==> src/rtl/datapath_xyz.sv <==
// Three-register datapath (X operand, Y accumulator, Z display) with a combinational ALU feeding Y.
// Per-register op codes come from the upstream control decoder; unused codes hold.
module datapath_xyz #(
  parameter int unsigned W = 4
) (
  input  logic         clk,
  input  logic         rst,
  input  logic [W-1:0] entrada,
  input  logic [3:0]   Tx,
  input  logic [3:0]   Ty,
  input  logic [3:0]   Tz,
  input  logic [3:0]   Tula,
  output logic [W-1:0] x,
  output logic [W-1:0] y,
  output logic [W-1:0] z,
  output logic [W-1:0] ula_out,
  output logic         ula_flag
);

  typedef enum logic [3:0] {
    REG_HOLD = 4'd0,
    REG_LOAD = 4'd1,
    REG_SHR  = 4'd2,
    REG_SHL  = 4'd3,
    REG_CLR  = 4'd4
  } reg_op_e;

  typedef enum logic [3:0] {
    ALU_ADD   = 4'd0,
    ALU_SUB   = 4'd1,
    ALU_MAIOR = 4'd2,
    ALU_MENOR = 4'd3,
    ALU_IGUAL = 4'd4,
    ALU_XOR   = 4'd5,
    ALU_AND   = 4'd6
  } alu_op_e;

  logic [W-1:0] x_q, x_d;
  logic [W-1:0] y_q, y_d;
  logic [W-1:0] z_q, z_d;
  logic         flag_q, flag_d;

  logic [W:0]   sum_w;
  logic [W:0]   diff_w;
  logic [W-1:0] alu_res;

  function automatic logic [W-1:0] reg_next(input logic [W-1:0] cur,
                                            input logic [W-1:0] src,
                                            input logic [3:0]   op);
    logic [W-1:0] r;
    r = cur;
    case (op)
      REG_LOAD: r = src;
      REG_SHR:  r = {1'b0, cur[W-1:1]};
      REG_SHL:  r = {cur[W-2:0], 1'b0};
      REG_CLR:  r = '0;
      default:  r = cur;
    endcase
    return r;
  endfunction

  // Extra MSB on sum/diff gives carry-out and borrow directly.
  always_comb begin
    sum_w   = {1'b0, x_q} + {1'b0, y_q};
    diff_w  = {1'b0, x_q} - {1'b0, y_q};
    alu_res = '0;
    case (Tula)
      ALU_ADD:   alu_res = sum_w[W-1:0];
      ALU_SUB:   alu_res = diff_w[W-1:0];
      ALU_MAIOR: alu_res = W'(x_q > y_q);
      ALU_MENOR: alu_res = W'(x_q < y_q);
      ALU_IGUAL: alu_res = W'(x_q == y_q);
      ALU_XOR:   alu_res = x_q ^ y_q;
      ALU_AND:   alu_res = x_q & y_q;
      default:   alu_res = '0;
    endcase
  end

  always_comb begin
    x_d    = reg_next(x_q, entrada, Tx);
    y_d    = reg_next(y_q, alu_res, Ty);
    z_d    = reg_next(z_q, y_q, Tz);
    flag_d = flag_q;
    if (Ty == REG_LOAD) begin
      case (Tula)
        ALU_ADD: flag_d = sum_w[W];
        ALU_SUB: flag_d = diff_w[W];
        default: flag_d = 1'b0;
      endcase
    end
  end

  always_ff @(posedge clk) begin
    if (rst) begin
      x_q    <= '0;
      y_q    <= '0;
      z_q    <= '0;
      flag_q <= 1'b0;
    end else begin
      x_q    <= x_d;
      y_q    <= y_d;
      z_q    <= z_d;
      flag_q <= flag_d;
    end
  end

  assign x        = x_q;
  assign y        = y_q;
  assign z        = z_q;
  assign ula_out  = alu_res;
  assign ula_flag = flag_q;

endmodule

==> config.mk <==
export PLATFORM = sky130hd
export DESIGN_NAME = datapath_xyz
export DESIGN_NICKNAME = d
export VERILOG_FILES = /design/src/rtl/datapath_xyz.sv
export SDC_FILE = /design/constraint.sdc
export NUM_CORES = 1
export LEC_CHECK = 0
export ABC_AREA = 1
export ABC_CLOCK_PERIOD_IN_PS = 2000
export BUFFER_PORTS_ARGS = -buffer_cell sky130_fd_sc_hd__buf_4
export CAP_MARGIN = 20
export CORE_MARGIN = 1.5
export CORE_UTILIZATION = 51
export CTS_CLUSTER_DIAMETER = 200
export DETAILED_ROUTE_END_ITERATION = 10
export GPL_ROUTABILITY_DRIVEN = 0
export PLACE_DENSITY = 0.83
export SETUP_SLACK_MARGIN = 0.05
export SLEW_MARGIN = 30
export SYNTH_ARGS = -nofsm -noshare
export SYNTH_HDL_FRONTEND = slang
export SYNTH_SLANG_ARGS = --single-unit
==> constraint.sdc <==
create_clock -name clk -period 2 [get_ports clk]
set_input_delay 0.1 -clock clk [delete_from_list [all_inputs] [get_ports clk]]
set_output_delay 0.1 -clock clk [all_outputs]
set_load 0.005 [all_outputs]
Yosys cells after proc, flatten, opt, wreduce, memory -nomap -nowiden
Index checks and enable logic that the tools add are counted.
W data, S select, Z words.
{"block": "word_totals", "ff_bits": 13, "in_bits": 22, "output_inout_bits": 17, "word_cells": 38}
{"block": "op_classes", "add_sub_neg": 2, "n_lt_le_gt_ge": 2, "eq_ne": 19, "n_mux": 5, "bitwise_logic": 2, "reduce_logical": 4}
{"cell": "$pmux W4 S4", "count": 3}
{"cell": "$eq A4 B2 Y1 const B", "count": 8}
{"cell": "$pmux W4 S7", "count": 1}
{"cell": "$eq A4 B3 Y1 const B", "count": 6}
{"cell": "$eq A4 B1 Y1 const B", "count": 4}
{"cell": "$reduce_bool A4 Y1", "count": 3}
{"cell": "$add A4 B4 Y5", "count": 1}
{"cell": "$sub A4 B4 Y5", "count": 1}
{"cell": "$and A4 B4 Y4", "count": 1}
{"cell": "$eq A4 B4 Y1", "count": 1}
{"cell": "$gt A4 B4 Y1", "count": 1}
{"cell": "$logic_not A4 Y1", "count": 1}
{"cell": "$lt A4 B4 Y1", "count": 1}
{"cell": "$xor A4 B4 Y4", "count": 1}
{"cell": "$pmux W1 S2", "count": 1}

Longest topological paths before layout
Gate-level depths: netlist (run 1).
{"block": "logic_depth", "ltp_word": 3, "mapped_depth": 12, "depth_no_buf": 11}

Worst setup path after synthesis (run 1)
OpenSTA, ideal clock, no wires.
{"block": "synth_path", "path_type": "reg-to-reg", "from": "register y_q[0], in the netlist y[0]", "to": "register flag_q, in the netlist ula_flag", "setup_ps": 115, "t_arrival_ps": 1522, "required_ps": 1885, "slack_ps": 363, "stages_incl_launch_ff": 11, "path_buffers": 0, "period_less_slack_ps": 1637, "path_cell_list": "dfxtp_1 ha_1 fa_1 inv_1 nor2_1 nor2_1 nor2_1 o21ai_0 nand2_1 o21ai_0 inv_1"}
{"block": "synth_between", "elab_chain_cells": 2, "word_cells_on_any_way": 3, "classes_between": "2 x add/sub; 1 x mux"}
{"item": "from (decl)", "line_no": "39", "rtl": "logic [W-1:0] y_q, y_d;"}
{"item": "from (signal assigned)", "line_no": "101", "rtl": "y_q <= y_d;"}
{"item": "$sub A4 B4 Y5 or $add A4 B4 Y5 (tied branches)", "line_no": "65, 64"}
{"item": "$pmux W1 S2 (*)", "line_no": "85", "rtl": "case (Tula)"}
{"item": "to (signal assigned)", "line_no": "103", "rtl": "flag_q <= flag_d;"}
{"item": "to (decl)", "line_no": "41", "rtl": "logic flag_q, flag_d;"}
Mark *: on every way between the ends. The rest lies on a longest branch, timed or not.
A chain may end at the register's enable or synchronous reset.

Worst setup path after layout (run 1)
{"block": "layout_path", "from": "register y_q[0], in the netlist y[0]", "to": "output port ula_out[2]"}
{"block": "layout_between", "elab_chain_cells": 2, "word_cells_on_any_way": 3, "classes_between": "2 x add/sub; 1 x mux"}
{"item": "$sub A4 B4 Y5 or $add A4 B4 Y5 (tied branches)", "line_no": "65, 64"}
{"item": "$pmux W4 S7 (*)", "line_no": "67", "rtl": "case (Tula)"}
{"item": "to (decl)", "line_no": "16", "rtl": "output logic [W-1:0] ula_out,"}
Marked as above.

==> results of run 1 <==
## sequential cells by signal, summed over array words and instances (netlist names)
register / cells
y: 4
x: 4
ula_flag: 1
z: 4
## power by group
group	switching, mW	total [mW]	internal [mW]
Combinational	0.174	0.321	0.147
Sequential	0.0298	0.310	0.280
Clock	0.0859	0.163	0.0773
Total	0.290	0.794	0.504
## layout make-up
class                           instances  share of cell area, %
Tap cell                               30                   2.25
Timing Repair Buffer                   39                   17.5
Sequential cell                        13                   16.3
Clock buffer                            4                   1.57
Multi-Input combinational cell        164                   56.1
Inverter                               27                   6.22
## worst max-delay path: stages (launching register included)
cell,delay (ns)
dfxtp_4,0.38
ha_1,0.15
inv_1,0.07
fa_2,0.36
xor2_1,0.16
nand2_1,0.07
nand4_1,0.13
buf_4,0.17
## logic make-up (layout without fill, tap and decap cells)
kind of cell / count (synthesis) / count (layout) / synth area share [%]
AND/OR/NAND/NOR: 113 / 113 / 38.0
AO/OA/AOI/OAI: 39 / 39 / 20.0
buffers and inverters: 30 / 70 / 9.61
flip-flops: 13 / 13 / 20.2
adder cells (fa/ha/maj): 10 / 10 / 10.9
XOR/XNOR: 2 / 2 / 1.36
## per-layer routing
layer  GRT usage (%)  wire, um  vias to the layer above
met5               0         0                        -
met4            8.12        43                        0
met3            3.39       204                        4
met2            38.3      1530                       57
met1            31.3      1400                      632
li1                -         -                      766
## final timing paths
check | endpoint | slack [ns]
min | ula_flag | 0.08
max reg2reg | ula_flag | 0.27
max | ula_out[2] | 0.13
min reg2reg | z[3] | 0.52
## what timing repair did
action                                  in CTS  in global routing
setup buffers                                0                  1
resized for setup                            4                 10
endpoints found under the setup margin       3                  5
pin swaps                                    0                  1
## layout by cell type (no fill, tap or decap), types with 3 or more instances in the layout
cell,instances
nand2_1,57
buf_4,39
nor2_1,26
inv_1,21
nand3_1,14
o21ai_0,13
dfxtp_1,7
inv_2,5
o21ai_1,5
a31oi_1,5
a21oi_2,5
a41oi_1,4
ha_1,4
dfxtp_2,4
nor2_2,3
nand2_2,3
nand4_1,3
clkbuf_4,3
## metrics by stage
step                cell area, sq um  worst slack [ns]  power [mW]  utilization (%)  cells
finish                          1670             0.133       0.794             68.7    277
global route                    1670            0.0217       0.856             68.7    277
CTS                             1620            0.0589       0.780             66.8    276
detailed placement              1590             0.180       0.615             65.4    272
global placement                1590             0.277       0.615             65.4    272
floorplan                       1290             0.363       0.500                -    207
==> run_results.csv, run 1 <==
group,metric,value,unit
run_status,status,"finished, final reports clean",
synth,synth_area,1290,sq um
floorplan,die-area,2840,sq um
cells_and_area,seqCellArea,273,sq um
setup_path,worstReg2RegStart,"y[0]",
sta,max_freq,536,MHz
sta,final_max_slew_viol_count,0,
clock_network,clk_pin_slew_worst_paths,0.08,ns
clock_network,clockBufferDepth,2,
detailed_routing,num_vias,1459,
synth,synth_warnings,0,
hold_path,hp-class,"in -> reg",
floorplan,coreArea,2430,sq um
clock_network,clk_latency,0.28,ns
synth,yosys-top-cells-count,"nand2_1 (57), nor2_1 (26), inv_1 (21)",
sta,fin_tns_setup,0,ns
cells_and_area,drive_gt1_share,30.8,%
setup_path,critPathMaxFanout,6,
hold_path,holdPathStages,4,
sta,holdWs,0.0828,ns
synth,ys_seq_area_share,20.2,%
run,max-cap-violations,0,
setup_path,rr_worst_depth,10,
sta,rsz0062_at_grt,"true",
cells_and_area,num-fill-cells,231,
floorplan,die_w,53.3,um
cells_and_area,antennaDiodeCount,0,
sta,finClkSkew,0.00804,ns
clock_network,cts_root_buffer,"clkbuf_4",
setup_path,worstSetupPathType,"reg -> out",
clock_network,clock_sinks,13,
global_route,grt_max_degree,13,
synth,syn_inst,207,
cells_and_area,syn_to_final_growth,29.6,%
synth,synth.most_common_cell,"nand2_1",
detailed_routing,routed_via_density,5.27,
place,post-dp-hpwl,2.62,mm
setup_path,cp_data_arrival_time,1.77,ns
clock_network,htree_levels,1,
synth,ys_ff_latch,13,
synth,synthTopCellsByArea,"dfxtp_1 (20%), nand2_1 (17%), ha_1 (7.8%)",
sta,final.period_utilization,93.4,%
sta,layout_min_cycle_time,1.87,ns
power_and_ir_drop,ir_drop,0.457,mV
clock_network,cts_hold_buf,0,
synth,ys.flop_type,"dfxtp_1",
synth,async_flop_share,0,%
floorplan,row_count,18,
hold_path,hp-start,"rst",
synth,synth_edf_count,0,
power_and_ir_drop,p_leak,0.811,nW
synth,synth_area_leader_cell,"dfxtp_1",
detailed_routing,drt_iter0_drc,45,
cells_and_area,finish.net_count,280,
global_route,grt_pass1_vias,1166,
synth,yosysUniqueCellTypes,32,
global_route,overflow,0,
floorplan,fp.dieH,53.3,um
synth,synth_top_cell_area_share,20.2,%
sta,worstMarginPinSlew,0.323,ns
sta,hold_violations,0,
global_route,grt_pass1_wl,4.89,mm
detailed_routing,ant_nets,0,
setup_path,endpoint_kind,"output port",
setup_path,cp-startpoint,"y[0]",
setup_path,worstPathRequired,1.90,ns
detailed_routing,wl,3.18,mm
detailed_routing,drc,0,
detailed_routing,routedWlPerCell,11.5,um
floorplan,start_util,53.0,%
floorplan,ios,39,
synth,syn_area_per_cell,6.23,sq um
sta,slew_headroom,78.4,%
global_route,antenna_found_initial,0,
cells_and_area,multiInputGateArea,937,sq um
detailed_routing,drt_pass1_iterations,4,
sta,setup_viol,0,
clock_network,cts_tree,"yes",
setup_path,cp-start-kind,"flip-flop",
global_route,grt_use_total,23.5,%
clock_network,numCtsBuffers,3,
power_and_ir_drop,cellPowerDensity,475,nW/um^2
synth,synth_fp_nets,239,
place,io_buffers,38,
No activity file was read; power rests on OpenSTA's default activity.
==> run 2: changes to the inputs <==
--- a/config.mk
+++ b/config.mk
@@ -10,11 +10,11 @@
 export BUFFER_PORTS_ARGS = -buffer_cell sky130_fd_sc_hd__buf_4
 export CAP_MARGIN = 20
 export CORE_MARGIN = 1.5
-export CORE_UTILIZATION = 51
+export CORE_UTILIZATION = 40
 export CTS_CLUSTER_DIAMETER = 200
 export DETAILED_ROUTE_END_ITERATION = 10
 export GPL_ROUTABILITY_DRIVEN = 0
-export PLACE_DENSITY = 0.83
+export PLACE_DENSITY = 0.69
 export SETUP_SLACK_MARGIN = 0.05
 export SLEW_MARGIN = 30
 export SYNTH_ARGS = -nofsm -noshare
==> run 2 against run 1 <==
Die area is 26% higher; highest routed layer unchanged; critical path type unchanged; largest cell class unchanged; clock power is 6% higher; global-route usage is 4.8 points lower; critical endpoint unchanged; via count is 1.6% lower.
==> run_results.csv, run 2 (same netlist as run 1, synthesis figures left out) <==
group,metric,value,unit
hold_path,hp-start,"entrada[3]",
sta,max_freq,532,MHz
sta,holdWs,0.0678,ns
hold_path,hp-class,"in -> reg",
sta,layout_min_cycle_time,1.88,ns
floorplan,die-area,3570,sq um
clock_network,cts_root_buffer,"clkbuf_4",
place,io_buffers,38,
sta,worstMarginPinSlew,0.314,ns
clock_network,numCtsBuffers,3,
floorplan,coreArea,3050,sq um
clock_network,clk_latency,0.29,ns
cells_and_area,syn_to_final_growth,31.7,%
global_route,grt_use_total,18.7,%
clock_network,clk_pin_slew_worst_paths,0.09,ns
sta,rsz0062_at_grt,"true",
sta,slew_headroom,79.0,%
setup_path,critPathMaxFanout,5,
run_status,status,"finished, final reports clean",
clock_network,htree_levels,1,
setup_path,worstSetupPathType,"reg -> out",
detailed_routing,ant_nets,0,
setup_path,rr_worst_depth,10,
sta,final_max_slew_viol_count,0,
cells_and_area,finish.net_count,282,
power_and_ir_drop,p_leak,0.823,nW
floorplan,fp.dieH,59.8,um
detailed_routing,routed_via_density,4.90,
detailed_routing,routedWlPerCell,11.0,um
sta,finClkSkew,0.00921,ns
clock_network,clock_sinks,13,
setup_path,crit_family,"adder cells",
place,post-dp-hpwl,2.63,mm
floorplan,start_util,42.2,%
detailed_routing,drc,0,
cells_and_area,final_area,1700,sq um
setup_path,critPathSlowestCell,"dfxtp_4",
detailed_routing,num_vias,1436,
floorplan,ios,39,
global_route,grt_max_degree,13,
sta,final.period_utilization,94.0,%
setup_path,cp.buffers_inverters,3,
cells_and_area,antennaDiodeCount,0,
detailed_routing,drt_iter0_drc,78,
setup_path,crit_chain,"inv_1 > ha_1 > inv_1 > fa_2 > xor2_1 > nand2_1 > nand4_1 > buf_4",
global_route,overflow,0,
setup_path,worstPathRequired,1.90,ns
cells_and_area,final_cell_mix,"nand2_1 (57), buf_4 (41), nor2_1 (26), inv_1 (21), nand3_1 (14)",
sta,setup_viol,0,
run,max-cap-violations,0,
floorplan,die_w,59.8,um
global_route,grt_pass1_vias,1177,
cells_and_area,drive_gt1_share,30.1,%
sta,hold_violations,0,
clock_network,cts_tree,"yes",
clock_network,clockBufferDepth,2,
detailed_routing,drt_pass1_iterations,5,
setup_path,cp_data_arrival_time,1.78,ns
setup_path,cp-start-kind,"flip-flop",
setup_path,endpoint_kind,"output port",
cells_and_area,fin_util,55.6,%
global_route,grt_pass1_wl,5.13,mm
global_route,antenna_found_initial,0,
power_and_ir_drop,ir_drop,0.303,mV
setup_path,worstReg2RegStart,"y[0]",
cells_and_area,layout_commonest_cell,"nand2_1",
place,place_area,1620,sq um
power_and_ir_drop,cellPowerDensity,475,nW/um^2
setup_path,r2r_setup_slack,0.26,ns
setup_path,critPathMaxStageDelay,0.37,ns
floorplan,row_count,20,
hold_path,holdPathStages,3,
setup_path,timing.rr.end,"ula_flag",
setup_path,cp_common_cell,"inv_1",
setup_path,cp-startpoint,"x[0]",
detailed_routing,wl,3.23,mm
hold_path,hold_end,"x[3]",
-- run 2: how the worst max path moves through the flow --
stage	endpoint	cells after the start
floorplan	ula_flag	10
global placement	y[0]	11
detailed placement	ula_flag	10
CTS	ula_out[2]	7
global route	ula_out[2]	8
finish	ula_out[2]	8
-- run 2: area by class of cell --
class	count	area (sq um)
fill	333	1360
multi-input combinational	164	935
timing repair buffer	41	308
sequential	13	270
inverter	27	104
tap	44	55.1
clock buffer	4	26.3
-- run 2: power by group --
part / total, mW / switching (mW) / internal [mW] / leakage (nW)
Combinational: 0.327 / 0.176 / 0.150 / 0.699
Clock: 0.173 / 0.0954 / 0.0775 / 0.0150
Sequential: 0.307 / 0.0278 / 0.279 / 0.109
-- run 2: per-layer routing --
layer	wire (um)	up-vias	GRT usage [%]
met5	0	-	0
met3	132	2	2.81
met4	14	0	3.81
li1	-	764	-
met2	1540	37	29.5
met1	1540	633	26.8
-- run 2: through the flow --
step           std cells  setup TNS [ns]  power, mW  setup slack (ns)
3_5_place_dp         287               0      0.619             0.207
2_1_floorplan        207               0      0.500             0.363
6_report             293               0      0.807             0.119
3_3_place_gp         287               0      0.620             0.238
4_1_cts              291               0      0.788            0.0353
5_1_grt              293        -0.00151      0.865          -0.00151
-- run 2: timing repair --
action	in CTS	in global routing
gates resized for setup	4	8
hold buffers	0	0
setup buffers	0	2
endpoints found under the setup margin	4	5
pin swaps	0	2
endpoints found under the hold margin	0	0
-- run 2: tightest hold or removal path, stage by stage --
cell and delay [ns]:
buf_4 0.07, nand2_1 0.04, a31oi_1 0.11
